==> src/rtl/filt_sample_fifo.sv <==
// Sample FIFO between a clock-enabled filter and a ready/valid consumer.
// Circular-buffer storage feeds a registered output stage, with a bypass path when storage is empty.
module filt_sample_fifo #(
    parameter int MSBI       = 7,
    parameter int DEPTH_LOG2 = 4
) (
    input  logic                  CLK21M,
    input  logic                  RESET_N,
    input  logic                  CLKENA,
    input  logic [MSBI:0]         IDATA,
    input  logic                  OREADY,
    output logic                  OVALID,
    output logic [MSBI:0]         ODATA,
    output logic [DEPTH_LOG2:0]   LEVEL,
    output logic                  OVF,
    input  logic                  CLR_OVF
);

    localparam int DEPTH = 2 ** DEPTH_LOG2;
    localparam logic [DEPTH_LOG2:0]   FULL_COUNT = (DEPTH_LOG2 + 1)'(DEPTH);
    localparam logic [DEPTH_LOG2-1:0] PTR_ONE    = DEPTH_LOG2'(1);

    logic [MSBI:0]         mem [DEPTH];

    logic [DEPTH_LOG2-1:0] wr_ptr_reg, wr_ptr_next;
    logic [DEPTH_LOG2-1:0] rd_ptr_reg, rd_ptr_next;
    logic [DEPTH_LOG2:0]   count_reg, count_next;
    logic                  ovalid_reg, ovalid_next;
    logic                  ovf_reg, ovf_next;
    logic                  armed_reg;
    logic [MSBI:0]         odata_reg;

    logic out_free;
    logic push_req;
    logic is_empty;
    logic is_full;
    logic do_pop;
    logic do_bypass;
    logic do_store;
    logic do_drop;

    // armed_reg is low during the release cycle so a strobe coinciding with reset release is ignored
    always_comb begin
        out_free  = !ovalid_reg || OREADY;
        push_req  = CLKENA && armed_reg;
        is_empty  = (count_reg == '0);
        is_full   = (count_reg == FULL_COUNT);
        do_pop    = !is_empty && out_free;
        do_bypass = push_req && is_empty && out_free;
        do_store  = push_req && !do_bypass && (!is_full || do_pop);
        do_drop   = push_req && !do_bypass && is_full && !do_pop;
    end

    always_comb begin
        wr_ptr_next = wr_ptr_reg;
        rd_ptr_next = rd_ptr_reg;
        count_next  = count_reg;
        ovalid_next = ovalid_reg;
        ovf_next    = ovf_reg;

        if (do_store) begin
            wr_ptr_next = wr_ptr_reg + PTR_ONE;
        end
        if (do_pop) begin
            rd_ptr_next = rd_ptr_reg + PTR_ONE;
        end

        unique case ({do_store, do_pop})
            2'b10:   count_next = count_reg + 1'b1;
            2'b01:   count_next = count_reg - 1'b1;
            default: count_next = count_reg;
        endcase

        // A refill (pop or bypass) keeps OVALID high across a completed transfer
        if (do_pop || do_bypass) begin
            ovalid_next = 1'b1;
        end else if (out_free) begin
            ovalid_next = 1'b0;
        end

        // Set has priority over clear
        if (do_drop) begin
            ovf_next = 1'b1;
        end else if (CLR_OVF) begin
            ovf_next = 1'b0;
        end
    end

    always_ff @(posedge CLK21M or negedge RESET_N) begin
        if (!RESET_N) begin
            wr_ptr_reg <= '0;
            rd_ptr_reg <= '0;
            count_reg  <= '0;
            ovalid_reg <= 1'b0;
            ovf_reg    <= 1'b0;
            armed_reg  <= 1'b0;
            odata_reg  <= '0;
        end else begin
            wr_ptr_reg <= wr_ptr_next;
            rd_ptr_reg <= rd_ptr_next;
            count_reg  <= count_next;
            ovalid_reg <= ovalid_next;
            ovf_reg    <= ovf_next;
            armed_reg  <= 1'b1;
            if (do_pop) begin
                odata_reg <= mem[rd_ptr_reg];
            end else if (do_bypass) begin
                odata_reg <= IDATA;
            end
        end
    end

    // Storage has no reset so it can map onto block RAM; at full, a same-cycle write
    // and read hit one address and the read returns the older sample.
    always_ff @(posedge CLK21M) begin
        if (do_store) begin
            mem[wr_ptr_reg] <= IDATA;
        end
    end

    assign OVALID = ovalid_reg;
    assign ODATA  = odata_reg;
    assign LEVEL  = count_reg;
    assign OVF    = ovf_reg;

endmodule

==> config.mk <==
export PLATFORM = sky130hd
export DESIGN_NAME = filt_sample_fifo
export DESIGN_NICKNAME = d
export VERILOG_FILES = /design/src/rtl/filt_sample_fifo.sv
export SDC_FILE = /design/constraint.sdc
export NUM_CORES = 1
export LEC_CHECK = 0
export ABC_AREA = 1
export BUFFER_PORTS_ARGS = -buffer_cell sky130_fd_sc_hd__buf_2
export CAP_MARGIN = 15
export CORE_MARGIN = 2
export CORE_UTILIZATION = 60
export CTS_BUF_LIST = sky130_fd_sc_hd__clkbuf_16
export DETAILED_ROUTE_END_ITERATION = 10
export PLACE_DENSITY = 0.87
export REMOVE_ABC_BUFFERS = 1
export SLEW_MARGIN = 30
export SYNTH_ARGS = -nofsm -noshare
export SYNTH_HDL_FRONTEND = slang
export SYNTH_SLANG_ARGS = --single-unit
==> constraint.sdc <==
create_clock -name CLK21M -period 2.2 [get_ports CLK21M]
set_input_delay 0.22 -clock CLK21M [delete_from_list [all_inputs] [get_ports CLK21M]]
set_output_delay 0.22 -clock CLK21M [all_outputs]
set_load 0.02 [all_outputs]
Word-level counts from Yosys, hierarchy flattened:

Memories as Yosys holds them, arrays and structs flattened.
Cells that the tools add are included.

* bits in registers: 24
* memory bits (writable): 128
* input bits: 13
* output and inout port bits: 15
* word-level logic and storage cells: 45
* memories: 1

* $add $sub $neg: 4
* equal/unequal tests: 3
* mux-type cells: 9
* reductions and logical operators: 21

Memory list
* mem: depth 16, width 8, rd ports 1, clocked after memory_dff 0, wr ports 1, RTL line 23 `logic [MSBI:0] mem [DEPTH];`

Operators by type and width (count)
* 8-bit two-way mux: 2
* 5-bit case mux with 2 select lines: 1
* 4-bit by 1-bit adder with 4-bit output, second input constant: 2
* 1-bit logical AND: 8
* 2-bit nonzero test: 4
* 1-bit two-way mux: 6
* 5-bit by 1-bit adder with 5-bit output, second input constant: 1
* 5-bit == test, second input constant: 1
* 1-bit zero test: 5
* 5-bit zero test: 1
* 5-bit by 1-bit subtractor with 5-bit output, second input constant: 1
* 1-bit logical OR: 3
* 2-bit by 1-bit == test with 1-bit output, second input constant: 1
* 2-bit == test, second input constant: 1

Depth between registers and ports, before layout:

Gate-level depths: netlist (run 1).

* word-level depth: 8
* mapped depth: 15
* depth with buffers taken out: 14

Worst setup path before layout (run 1):

OpenSTA, ideal clock, no wires.

* path type: flip-flop to flip-flop
* start point: register count_reg[0], in the netlist LEVEL[0]
* end point: memory mem[11][0] in the netlist's numbering (enable)
* setup time: 370 ps
* arrival time: 1586 ps
* data required time: 1830 ps
* setup slack: 244 ps
* cell stages (with the launch flop): 9
* buffers on the path: 0
* period minus slack after synthesis: 1956 ps
* cell sequence: dfrtp_1 > nor2_1 > nand4_1 > inv_2 > nand2_2 > inv_2 > nor2_4 > nand2_1 > nor2_1

* word-level cells in the longest chain between the ends: 8
* elaborated cells on any way between the ends: 13
* classes of those cells: 1 x eq/ne; 2 x mux; 10 x reduce/logical

RTL lines
* start, declared: RTL line 27 `logic [DEPTH_LOG2:0] count_reg, count_next;`
* start signal, assigned: RTL line 101 `count_reg <= count_next;`
* 5-bit zero test: RTL line 46 `is_empty = (count_reg == '0);`
* 1-bit logical AND (2 in series): RTL line 49 `do_bypass = push_req && is_empty && out_free;`
* 1-bit zero test: RTL line 50 `do_store = push_req && !do_bypass && (!is_full || do_pop);`
* 1-bit logical AND: RTL line 50
* 1-bit logical AND (*): RTL line 50
* 1-bit two-way mux (*): RTL line 116 `if (do_store) begin`
* 1-bit two-way mux (not written as such) (*): RTL line 117 `mem[wr_ptr_reg] <= IDATA;`
* end, declared: RTL line 23

Mark *: on every way between the ends. The rest lies on a longest branch, timed or not.

Final worst setup path (run 1):

* start point: register armed_reg
* end point: memory mem[11][7] in the netlist's numbering (enable)

* word-level cells in the longest chain between the ends: 8

RTL lines
* start, declared: RTL line 30 `logic armed_reg;`
* start signal, assigned: RTL line 96 `armed_reg <= 1'b0;`
* start signal, assigned: RTL line 104 `armed_reg <= 1'b1;`
* 1-bit logical AND (*): RTL line 45 `push_req = CLKENA && armed_reg;`
* 1-bit logical AND (2 in series): RTL line 49
* 1-bit zero test: RTL line 50
* 1-bit logical AND (*) (2 in series): RTL line 50
* 1-bit two-way mux (*): RTL line 116
* 1-bit two-way mux (not written as such) (*): RTL line 117

Marks and branches as above.

==> metrics list, run 1 <==
- Vias in the first global route: 4390
- Number of hold violations in the final report: 0
* Element type at the critical path start: flip-flop
* CP max FO: 9
- End of the worst register-to-register path: mem[11][7]$_DFFE_PP_
- Across all register-to-register paths, the minimum setup slack is 0.20 ns.
- From synthesis to final layout, the design area changed by 15.7%.
- The worst hold path begins at CLR_OVF.
- Flip-flop and latch count after synthesis: 152
* Part of the cycle the worst path needs: 90.7%
- The path class of the tightest hold or removal check is in2reg.
- Max-slew violation count: 0
- Top-level I/O count: 28
- The longest clock path from root to sink contains 2 buffers.
- Total Nets Final: 611
- Number of clock sinks: 152
* Final worst hold slack: 0.00388 ns
* Post-synthesis sequential area ratio: 69.6%
- Min Tclk post-route: 2.00 ns
- The worst pin sits at a relative slew slack of 63.3%.
- Flip-flop and latch area: 0.00445 mm^2
- The library cell used most frequently in the layout, excluding fill and tap cells, is sky130_fd_sc_hd__edfxtp_1.
- Proportion of layout cells with a drive suffix above 1: 15.2%
- Multi-input gate area: 0.00169 mm^2
- Buffers inserted during post-CTS setup optimization: 0
* Number of setup violations in the final report: 0
- Yosys mapped a number of flops with a built-in enable equal to 128.
* Wire length of the first global-routing pass: 23300 um
- Average via count per standard cell: 6.08
- Site row count: 37
- RSZ-0062 raised after global routing: false
- Routability congestion estimate: 0.860
- The finished layout holds 740 standard cells, fillers aside.
- Each instance of the synthesized netlist takes up on average 11.7 um^2.
* Power per Cell Area: 1390 mW/mm^2
* Pin slew with the least headroom to its limit: 0.551 ns
- Yosys warns: 0
- After synthesis the cells add up to 0.00638 mm^2.
- Top register by number of flip-flops: mem
- Chip Height: 107 um
- Counting flops with an async set or reset pin after synthesis yields a share of 15.8%.
- Post-layout total power: 10.3 mW
- Diode count: 0
- Among all flip-flop cells after synthesis, the most frequent one is sky130_fd_sc_hd__edfxtp_1.
- For the worst setup path, the data required time is 2.33 ns.
- Clock transition at path regs: 0.06 ns
- After detailed routing, the average wire length per cell comes to 19.8 um.
* Number of DRC markers after the initial detailed-route iteration: 619
- Launch instance of the worst register-to-register path: armed_reg$_DFF_PN0_
* Number of antenna violations at the first check in global routing: 0
- CTS root buffer: sky130_fd_sc_hd__clkbuf_16
- Once detail routing completed, the nets flagged for antenna violations numbered 0.
- Critical path type: reg2reg
* Half-perimeter wire length after detailed placement: 8870 um
- Clock latency on the worst-skew pair: 0.43 ns
* CP endpoint kind: flip-flop
- After filler insertion, the fill cell instance count of the layout stands at 591.
* Top delay family on crit path: simple AND/OR/NAND/NOR gates
* DRC violation count after routing: 0
* Maxcap violations: 0
* Port-buffer cells: 27
- Effective utilization at floorplan: 61.8%
* FF-to-FF path depth: 10
* Number of placed instances with taps included: 707
- The worst hold path was traced through 2 stages.
- Global routing consumed, over all layers together, 27.7% of the routing resources.
- The largest single stage delay on the critical path is 0.36 ns.
- Number of buffers inserted during clock tree synthesis: 17
- The H-tree was split into 4 levels.
* Cell-by-cell listing of the critical path: nand2_1, inv_1, nand4_1, inv_2, nand2_2, inv_2, nor2_4, nand2_1, nor2_1, buf_4
- Core ar.: 0.0103 mm^2
* Die area: 0.0115 mm^2
- The worst hold path terminates at OVF$_DFFE_PN0P_.
- Derived from the worst setup path, the maximum achievable clock frequency is 0.501 GHz.
- Detailed Route WL: 14600 um
- Data arrives at the worst endpoint at 2.12 ns.
- Pin count of the biggest net entering global routing: 68
* Pre-antenna DRT Iters: 5
- TritonCTS clock tree: done
- Floorplan die width: 107 um
- The finished cells cover 0.00739 mm^2.
* Max FFs per register: 128
- Largest voltage drop on the vdd net: 802 uV
- The slowest stage of the critical path belongs to the cell sky130_fd_sc_hd__dfrtp_1.
* Commonest non-fill, non-tap cells in the layout: sky130_fd_sc_hd__edfxtp_1, sky130_fd_sc_hd__nor2_1, sky130_fd_sc_hd__nand2_1
- Final setup skew: 0.0120 ns
* Count of cell types in the netlist: 25
- Counting both buffers and inverters, the worst setup path holds a total of 4.
- In the final timing run, aggregate negative setup slack is 0 ns.
- For this block, the via count after detailed routing is 4499.
- Summing all placed instances gives a cell area of 0.00675 mm^2.
* Cells after Synth: 547
* Global route total overflow: 0
* Static leakage power: 2.74 nW
- The flow ran to the end, and the final reports show no timing, DRC or antenna violations.
-- cell type report --
cell class	instances	share of cell area, %
inverters	24	1.22
flip-flops and latches	152	60.2
clock buffers	17	5.76
well taps	136	2.30
repair buffers	52	4.91
clock inverters	15	2.71
multi-input cells	344	22.9
-- how the worst max path moves through the flow --
stage                              startpoint                   end  slack (ns)  cells past startpoint
CTS                       armed_reg$_DFF_PN0_  mem[11][0]$_DFFE_PP_        0.21                     10
global placement          armed_reg$_DFF_PN0_   mem[7][4]$_DFFE_PP_        0.36                     10
floorplan           rd_ptr_reg[0]$_DFFE_PN0N_  ODATA[3]$_DFFE_PN0P_       -0.39                      7
global route             LEVEL[3]$_DFFE_PN0P_  LEVEL[4]$_DFFE_PN0P_        0.06                     12
finish                    armed_reg$_DFF_PN0_  mem[11][7]$_DFFE_PP_        0.20                     10
detailed placement       LEVEL[2]$_DFFE_PN0P_  LEVEL[4]$_DFFE_PN0P_        0.23                     12
-- per-stage QoR --
stage	utilization, %	setup WS [ns]
floorplan	-	-0.395
global placement	65.4	0.363
detailed placement	65.4	0.229
CTS	71.5	0.209
global route	71.6	0.0597
finish	71.6	0.204
-- synth_stat cells (all sizes together) (6+ instances only) --
cell | number | area share, %
clkbuf | 11 | 0.65
nand2 | 63 | 3.8
nor2 | 118 | 7.1
ha | 7 | 1.4
xor2 | 8 | 1.1
o211ai | 32 | 3.8
buf | 16 | 1.9
edfxtp | 128 | 60
dfrtp | 24 | 9.4
nand3 | 26 | 2.1
nand4 | 6 | 0.59
o21ai | 81 | 6.3
inv | 22 | 1.3
-- cells by family after synthesis --
kind of cell,synth area share (%)
AOI/OAI and AO/OA,10.2
xor gates and xnor gates,1.23
adders and majority gates,1.37
buffers and inverters,3.94
DFF,69.6
other,0.0587
and+or+nand+nor,13.6
-- repair_timing --
item,in CTS,in global routing
resized for setup,0,2
hold buffers,1,0
hold endpoints to repair,24,0
endpoints found under the setup margin,0,1
-- report_power, final --
group	switching [mW]	total [mW]	internal [mW]	leakage, nW
combinational	2.43	3.54	1.11	1.01
clock	1.14	3.04	1.90	0.291
sequential	0.239	3.70	3.46	1.44
total	3.81	10.3	6.46	2.74
-- per-layer routing --
metal	GRT usage (%)	up-vias	part of all wire, %
li1	-	2020	-
met1	36.4	2140	38
met2	43.3	298	48
met3	8.15	41	10
met4	11.6	0	3.2
met5	0	-	0
Power figures use the tool's default switching activity.
==> run 2: changes to the inputs <==
--- a/config.mk
+++ b/config.mk
@@ -13,8 +13,6 @@
 export CTS_BUF_LIST = sky130_fd_sc_hd__clkbuf_16
 export DETAILED_ROUTE_END_ITERATION = 10
 export PLACE_DENSITY = 0.87
-export REMOVE_ABC_BUFFERS = 1
-export SLEW_MARGIN = 30
 export SYNTH_ARGS = -nofsm -noshare
 export SYNTH_HDL_FRONTEND = slang
 export SYNTH_SLANG_ARGS = --single-unit
==> metrics list, run 2 (same netlist as run 1, synthesis figures left out) <==
- End of the worst register-to-register path: LEVEL[4]$_DFFE_PN0P_
- The startpoint identified for the worst hold timing path is CLR_OVF.
* Setup TNS: 0 ns
* Floorplan die width: 107 um
- The register with the most flip-flops in the layout has 128 of them.
- The tightest min-delay check is of the in2reg type.
- The worst setup path is captured at a flip-flop.
- Buffers inserted during post-CTS setup optimization: 0
* Number of buffers inserted during clock tree synthesis: 17
- FF-to-FF path depth: 12
* Number of setup violations in the final report: 0
* CP required: 2.52 ns
- Number of DRC markers after the initial detailed-route iteration: 496
- After global routing the overflow that remains totals 0.
- Port-buffer cells: 27
- The completed layout was analyzed and its total power is 10.1 mW.
- Library cell contributing the largest single delay on the critical path: sky130_fd_sc_hd__dfrtp_1
* Vias: 4377
* CP max FO: 5
- Pin slew with the least headroom to its limit: 0.529 ns
- Flop-to-flop setup slack: 0.21 ns
- By startpoint and endpoint, the worst setup path is classified as reg2reg.
- Pre-antenna DRT Iters: 5
- Effective utilization at floorplan: 61.8%
- Synthesized netlist net count: 567
- The first global-routing pass estimated 23000 um of wire.
- For hold timing, the worst endpoint is OVF$_DFFE_PN0P_.
- Setup repair after global routing left no endpoint under its margin.
* Site row count: 37
- Of the cells placed in the final design, the portion with a size suffix greater than 1 is 15.4%.
* Leading cell type in the layout, fill and taps excluded: sky130_fd_sc_hd__edfxtp_1
* Min Tclk post-route: 1.99 ns
* Element type at the critical path start: flip-flop
* Core ar.: 0.0103 mm^2
- Measured along the y axis, the die boundary spans 107 um.
* Detailed Route WL: 14500 um
- In the routed layout, each cell is associated on average with a via count of 5.91.
* Number of nets still failing antenna checks after routing: 0
- Routability congestion estimate: 0.881
- For this run, the top clock speed supported by timing is 0.502 GHz.
- The run finished with clean final reports.
* Launch instance of the worst register-to-register path: LEVEL[3]$_DFFE_PN0P_
* Largest voltage drop on the vdd net: 966 uV
- Total Nets Final: 612
- Stage delay of the slowest cell on the critical path: 0.44 ns
* Die area: 0.0115 mm^2
- Entering global routing, the biggest net connects 30 pins.
- After detailed placement, the design holds a cell count of 708.
- Top-level I/O count: 28
* Clock latency on the worst-skew pair: 0.42 ns
- The final critical path takes up 90.6% of the cycle.
* DRC violation count after routing: 0
- Static leakage power: 2.76 nW
- On the final layout, the worst clock skew is 0.00716 ns.
- The max-slew violation total from the final report is 0.
* Vias in the first global route: 4378
* Final cell count without fillers: 740
* Top register by number of flip-flops: mem
- In this run the tightest slew margin relative to its limit is 64.7%.
- Buffer levels on the longest clock path: 2
- At the worst endpoint, the arrival time is 2.31 ns.
- Commonest non-fill, non-tap cells in the layout: sky130_fd_sc_hd__edfxtp_1, sky130_fd_sc_hd__nor2_1, sky130_fd_sc_hd__nand2_1
- CTS placed an instance of sky130_fd_sc_hd__clkbuf_16 at the clock tree root.
* Clock transition at path regs: 0.06 ns
* Number of clock sinks: 152
- Half-perimeter wire length after detailed placement: 8890 um
* H-Tree Depth: 4
* Cell-by-cell listing of the critical path: nor2_2, nand3_1, nand3_2, inv_1, ha_1, inv_1, nor2_1, nor2_1, o21ai_0, nand2_1, nand3_1, nand2_1
- Across the run, the number of max-cap violations was 0.
- Number of hold violations in the final report: 0
- Average routed wire per standard cell: 19.6 um
- The number of antenna diodes in the final layout is 0.
- The area growth from synthesis to layout is 15.6%.
* Count of cells along the worst hold path: 2
- Power spread over the standard cell area amounts to 1370 mW/mm^2.
- Aggregate global-route resource usage: 27.7%
- The initial antenna violation count came to 0.
- TritonCTS built the clock tree.
## run 2: critical path, delay by kind of cell, from the launching register on
family,cells,cell delay [ns]
fa+ha+maj,1,0.33
buf+inv,2,0.16
compound gates,1,0.07
flops,1,0.44
simple gates,8,0.91
## run 2: what timing repair did
| item | in CTS | in global routing |
|---|---|---|
| gates resized for setup | 0 | 2 |
| hold buffers | 1 | 0 |
| endpoints found under the setup margin | 0 | 1 |
| endpoints found under the hold margin | 24 | 0 |
## run 2: worst max-delay path by stage
stage / start / end / cells after the start
finish: LEVEL[3]$_DFFE_PN0P_ / LEVEL[4]$_DFFE_PN0P_ / 12
global route: LEVEL[2]$_DFFE_PN0P_ / LEVEL[4]$_DFFE_PN0P_ / 12
floorplan: LEVEL[0]$_DFFE_PN0P_ / mem[11][0]$_DFFE_PP_ / 8
CTS: LEVEL[0]$_DFFE_PN0P_ / LEVEL[4]$_DFFE_PN0P_ / 12
detailed placement: LEVEL[0]$_DFFE_PN0P_ / LEVEL[4]$_DFFE_PN0P_ / 12
global placement: LEVEL[2]$_DFFE_PN0P_ / LEVEL[4]$_DFFE_PN0P_ / 12
## run 2: per-layer routing
layer	GRT usage (%)	vias to the layer above	share of wire, %
met2	44.8	222	49
met3	8.09	48	8.4
met5	0	-	0
met4	11.8	0	3.9
met1	35.0	2091	38
li1	-	2016	-
## run 2: power by group
part           leakage [nW]  switching (mW)  internal [mW]
Sequential             1.44           0.291           3.46
Clock                 0.305            1.11           1.88
Combinational          1.02            2.28           1.12
## run 2: cell type report
class	instances	area (um^2)
fillers	637	2940
well taps	136	170
flip-flops and latches	152	4450
repair buffers	53	370
clock buffers	17	425
inverters	24	90.1
clock inverters	14	185
multi-input cells	344	1690
## run 2: per-stage QoR
stage	setup WS [ns]	util (%)	hold WS, ns	area (um^2)
4_1_cts	0.194	71.5	0.00869	7380
3_3_place_gp	0.376	65.4	0.221	6760
5_1_grt	0.0415	71.5	0.0102	7380
3_5_place_dp	0.246	65.4	0.224	6760
2_1_floorplan	0.244	-	-0.0756	6380
6_report	0.208	71.5	0.00926	7380
==> run 3: changes to the inputs <==
--- a/config.mk
+++ b/config.mk
@@ -6,13 +6,13 @@
 export NUM_CORES = 1
 export LEC_CHECK = 0
 export ABC_AREA = 1
-export BUFFER_PORTS_ARGS = -buffer_cell sky130_fd_sc_hd__buf_2
 export CAP_MARGIN = 15
-export CORE_MARGIN = 2
+export CORE_MARGIN = 1.5
 export CORE_UTILIZATION = 60
 export CTS_BUF_LIST = sky130_fd_sc_hd__clkbuf_16
 export DETAILED_ROUTE_END_ITERATION = 10
-export PLACE_DENSITY = 0.87
+export DONT_BUFFER_PORTS = 1
+export PLACE_DENSITY = 0.85
 export SYNTH_ARGS = -nofsm -noshare
 export SYNTH_HDL_FRONTEND = slang
 export SYNTH_SLANG_ARGS = --single-unit
==> metrics list, run 3 (same netlist as run 1, synthesis figures left out) <==
* Effective utilization at floorplan: 61.8%
- Buffers inserted during post-CTS setup optimization: 0
* Detail Route met2 WL: 7510 um
- Final worst hold slack: 0.0843 ns
- Power spread over the standard cell area amounts to 1360 mW/mm^2.
- Achievable Freq: 0.471 GHz
* RSZ-0062 raised after global routing: true
* Number of antenna violations at the first check in global routing: 1
- Wire length of the first global-routing pass: 22500 um
- Once layout is complete, the cells apart from fillers number 727.
- After detailed routing, the average wire length per cell comes to 19.9 um.
* Synthesized netlist net count: 567
- The HPWL after detailed placement is 8530 um.
* Top layer reached by signal wires: met4
* Run status: finished, final reports clean
- The clock arrives with 0.00818 ns of skew.
- Proportion of layout cells with a drive suffix above 1: 12.4%
- Part of the cycle the worst path needs: 96.4%
- The worst path in the final design needs a cycle of 2.12 ns, including I/O delays and setup.
- The root buffer cell chosen for the clock tree is sky130_fd_sc_hd__clkbuf_16.
* Synthesis-to-finish area growth: 15.6%
- The final layout contains routed wiring with a total length of 14500 um.
- The max-slew violation total from the final report is 0.
- Total Nets Final: 597
- Arrival @ worst endpoint: 2.25 ns
- Aggregate global-route resource usage: 27.4%
- The die is 106 um tall.
* Vias in the first global route: 4325
- The setup path with the least slack is of type reg2reg.
- The register with the most flip-flops in the layout has 128 of them.
- At the pin with the least slew margin, the transition time is 0.831 ns.
- Number of clock sinks: 152
* Area of all placed cells without fillers: 0.00738 mm^2
- For this block, wires on met1 add up to 5330 um.
- In the final timing run, aggregate negative setup slack is 0 ns.
* Cell-by-cell listing of the critical path: inv_1, nand4_1, inv_2, nand2_2, inv_2, nor2_4, nand2_1, nor2_1, buf_4
* Setup slack of the critical path after layout: 0.0788 ns
- Routability congestion estimate: 0.919
- Number of placed instances with taps included: 683
- After clock tree synthesis, the clock-pin slew on the worst setup and hold paths is 0.06 ns.
* Largest voltage drop on the vdd net: 924 uV
- The worst pin sits at a relative slew slack of 44.4%.
- Data on the critical path is required at its endpoint by 2.33 ns.
- Entering global routing, the biggest net connects 68 pins.
- Maxcap violations: 0
- Leading cell type in the layout, fill and taps excluded: sky130_fd_sc_hd__edfxtp_1
- Static leakage power: 2.71 nW
- Top register by number of flip-flops: mem
- Area post-placement: 0.00664 mm^2
- Global route total overflow: 0
- TritonCTS clock tree: done
* DRC violation count after routing: 0
* Pre-antenna DRT Iters: 5
- Number of buffers inserted during clock tree synthesis: 17
* Buffer levels on the longest clock path: 2
- Vias: 4352
- The layout has 650 filler cells.
* Commonest non-fill, non-tap cells in the layout: sky130_fd_sc_hd__edfxtp_1, sky130_fd_sc_hd__nor2_1, sky130_fd_sc_hd__nand2_1
- During I/O placement, the number of pins put on the boundary was 28.
- In this run the number of H-tree levels came out at 4.
* Class of the tightest hold or removal check: in2reg
- Of all nets on the critical path, the largest fanout is 9.
- At the later pin of the worst-skew pair, clock insertion delay measures 0.42 ns.
* Average via count per standard cell: 5.99
* Element type at the critical path start: flip-flop
- The final hold violation count was 0.
- The most numerous cell type found on the critical path is sky130_fd_sc_hd__inv_2.
- Routed wl met3: 1120 um
* Site row count: 37
- Setup violations remaining at the end of the flow were counted as 0.
- Worst-case setup slack after placement: 0.100 ns
- The largest single stage delay on the critical path is 0.47 ns.
- Number of DRC markers after the initial detailed-route iteration: 483
- Library cell contributing the largest single delay on the critical path: sky130_fd_sc_hd__dfrtp_1
* Core ar.: 0.0103 mm^2
- Floorplan die width: 106 um
- In this run the remaining antenna-violating nets after routing total 0.
- The floorplan step defined a die boundary enclosing 0.0113 mm^2.
- CP endpoint kind: flip-flop
- Port-buffer cells: 0
## run 3: cell types whose count changed in the layout (fill, tap and decap cells not counted)
cell	delta
sky130_fd_sc_hd__buf_2	-27
sky130_fd_sc_hd__dlygate4sd3_1	+9
sky130_fd_sc_hd__clkinv_4	-3
sky130_fd_sc_hd__buf_4	+2
sky130_fd_sc_hd__clkinv_2	+2
sky130_fd_sc_hd__nand2_1	-2
sky130_fd_sc_hd__nand2_2	+2
sky130_fd_sc_hd__buf_12	+1
sky130_fd_sc_hd__clkinvlp_4	+1
sky130_fd_sc_hd__dfrtp_1	-1
sky130_fd_sc_hd__dfrtp_2	+1
sky130_fd_sc_hd__diode_2	+1
sky130_fd_sc_hd__inv_6	+1
## run 3: area by class of cell
class | count | area [um^2] | share of cell area [%]
flip-flops and latches | 152 | 4450 | 60.3
multi-input cells | 344 | 1700 | 23.0
clock inverters | 15 | 185 | 2.51
inverters | 24 | 90.1 | 1.22
clock buffers | 17 | 425 | 5.76
repair buffers | 38 | 360 | 4.88
well taps | 136 | 170 | 2.31
diodes | 1 | 2.50 | 0.0339
## run 3: stage by stage
| stage | util (%) | total power, mW |
|---|---|---|
| after floorplan | - | 6.08 |
| after CTS | 71.4 | 9.96 |
| after detailed placement | 64.3 | 6.89 |
| final | 71.5 | 10.0 |
| after global routing | 71.5 | 10.5 |
| after global placement | 64.3 | 6.75 |
## run 3: final timing paths
check	slack (ns)	end	depth (start not counted)	from
max reg2reg	0.08	mem[8][5]$_DFFE_PP_	9	LEVEL[4]$_DFFE_PN0P_
max	0.08	mem[8][5]$_DFFE_PP_	9	LEVEL[4]$_DFFE_PN0P_
min in group asynchronous	0.22	armed_reg$_DFF_PN0_	2	RESET_N
min reg2reg	0.64	LEVEL[4]$_DFFE_PN0P_	2	LEVEL[4]$_DFFE_PN0P_
min	0.08	OVALID$_DFFE_PN0P_	3	OREADY
max in group asynchronous	1.80	rd_ptr_reg[1]$_DFFE_PN0N_	2	RESET_N
## run 3: power by group
group	internal [mW]	switching (mW)	total, mW
Sequential	3.46	0.363	3.82
Combinational	1.06	2.15	3.21
Clock	1.88	1.12	3.00
## run 3: what timing repair did
action / CTS / global route
resized for setup: 0 / 5
endpoints found under the setup margin: 0 / 65
hold endpoints to repair: 161 / 0
hold buffers: 11 / 0
## run 3: critical path: cells and delay by family (launching register included)
kind / cells / cell delay (ns)
AND/OR/NAND/NOR: 5 / 0.84
buffers and inverters: 4 / 0.49
flip-flops: 1 / 0.47
## run 3: routing by layer
layer / global-route usage (%) / vias up
li1: - / 1991
met1: 33.4 / 2103
met2: 47.0 / 205
met3: 6.68 / 53
met4: 11.4 / 0
met5: 0 / -
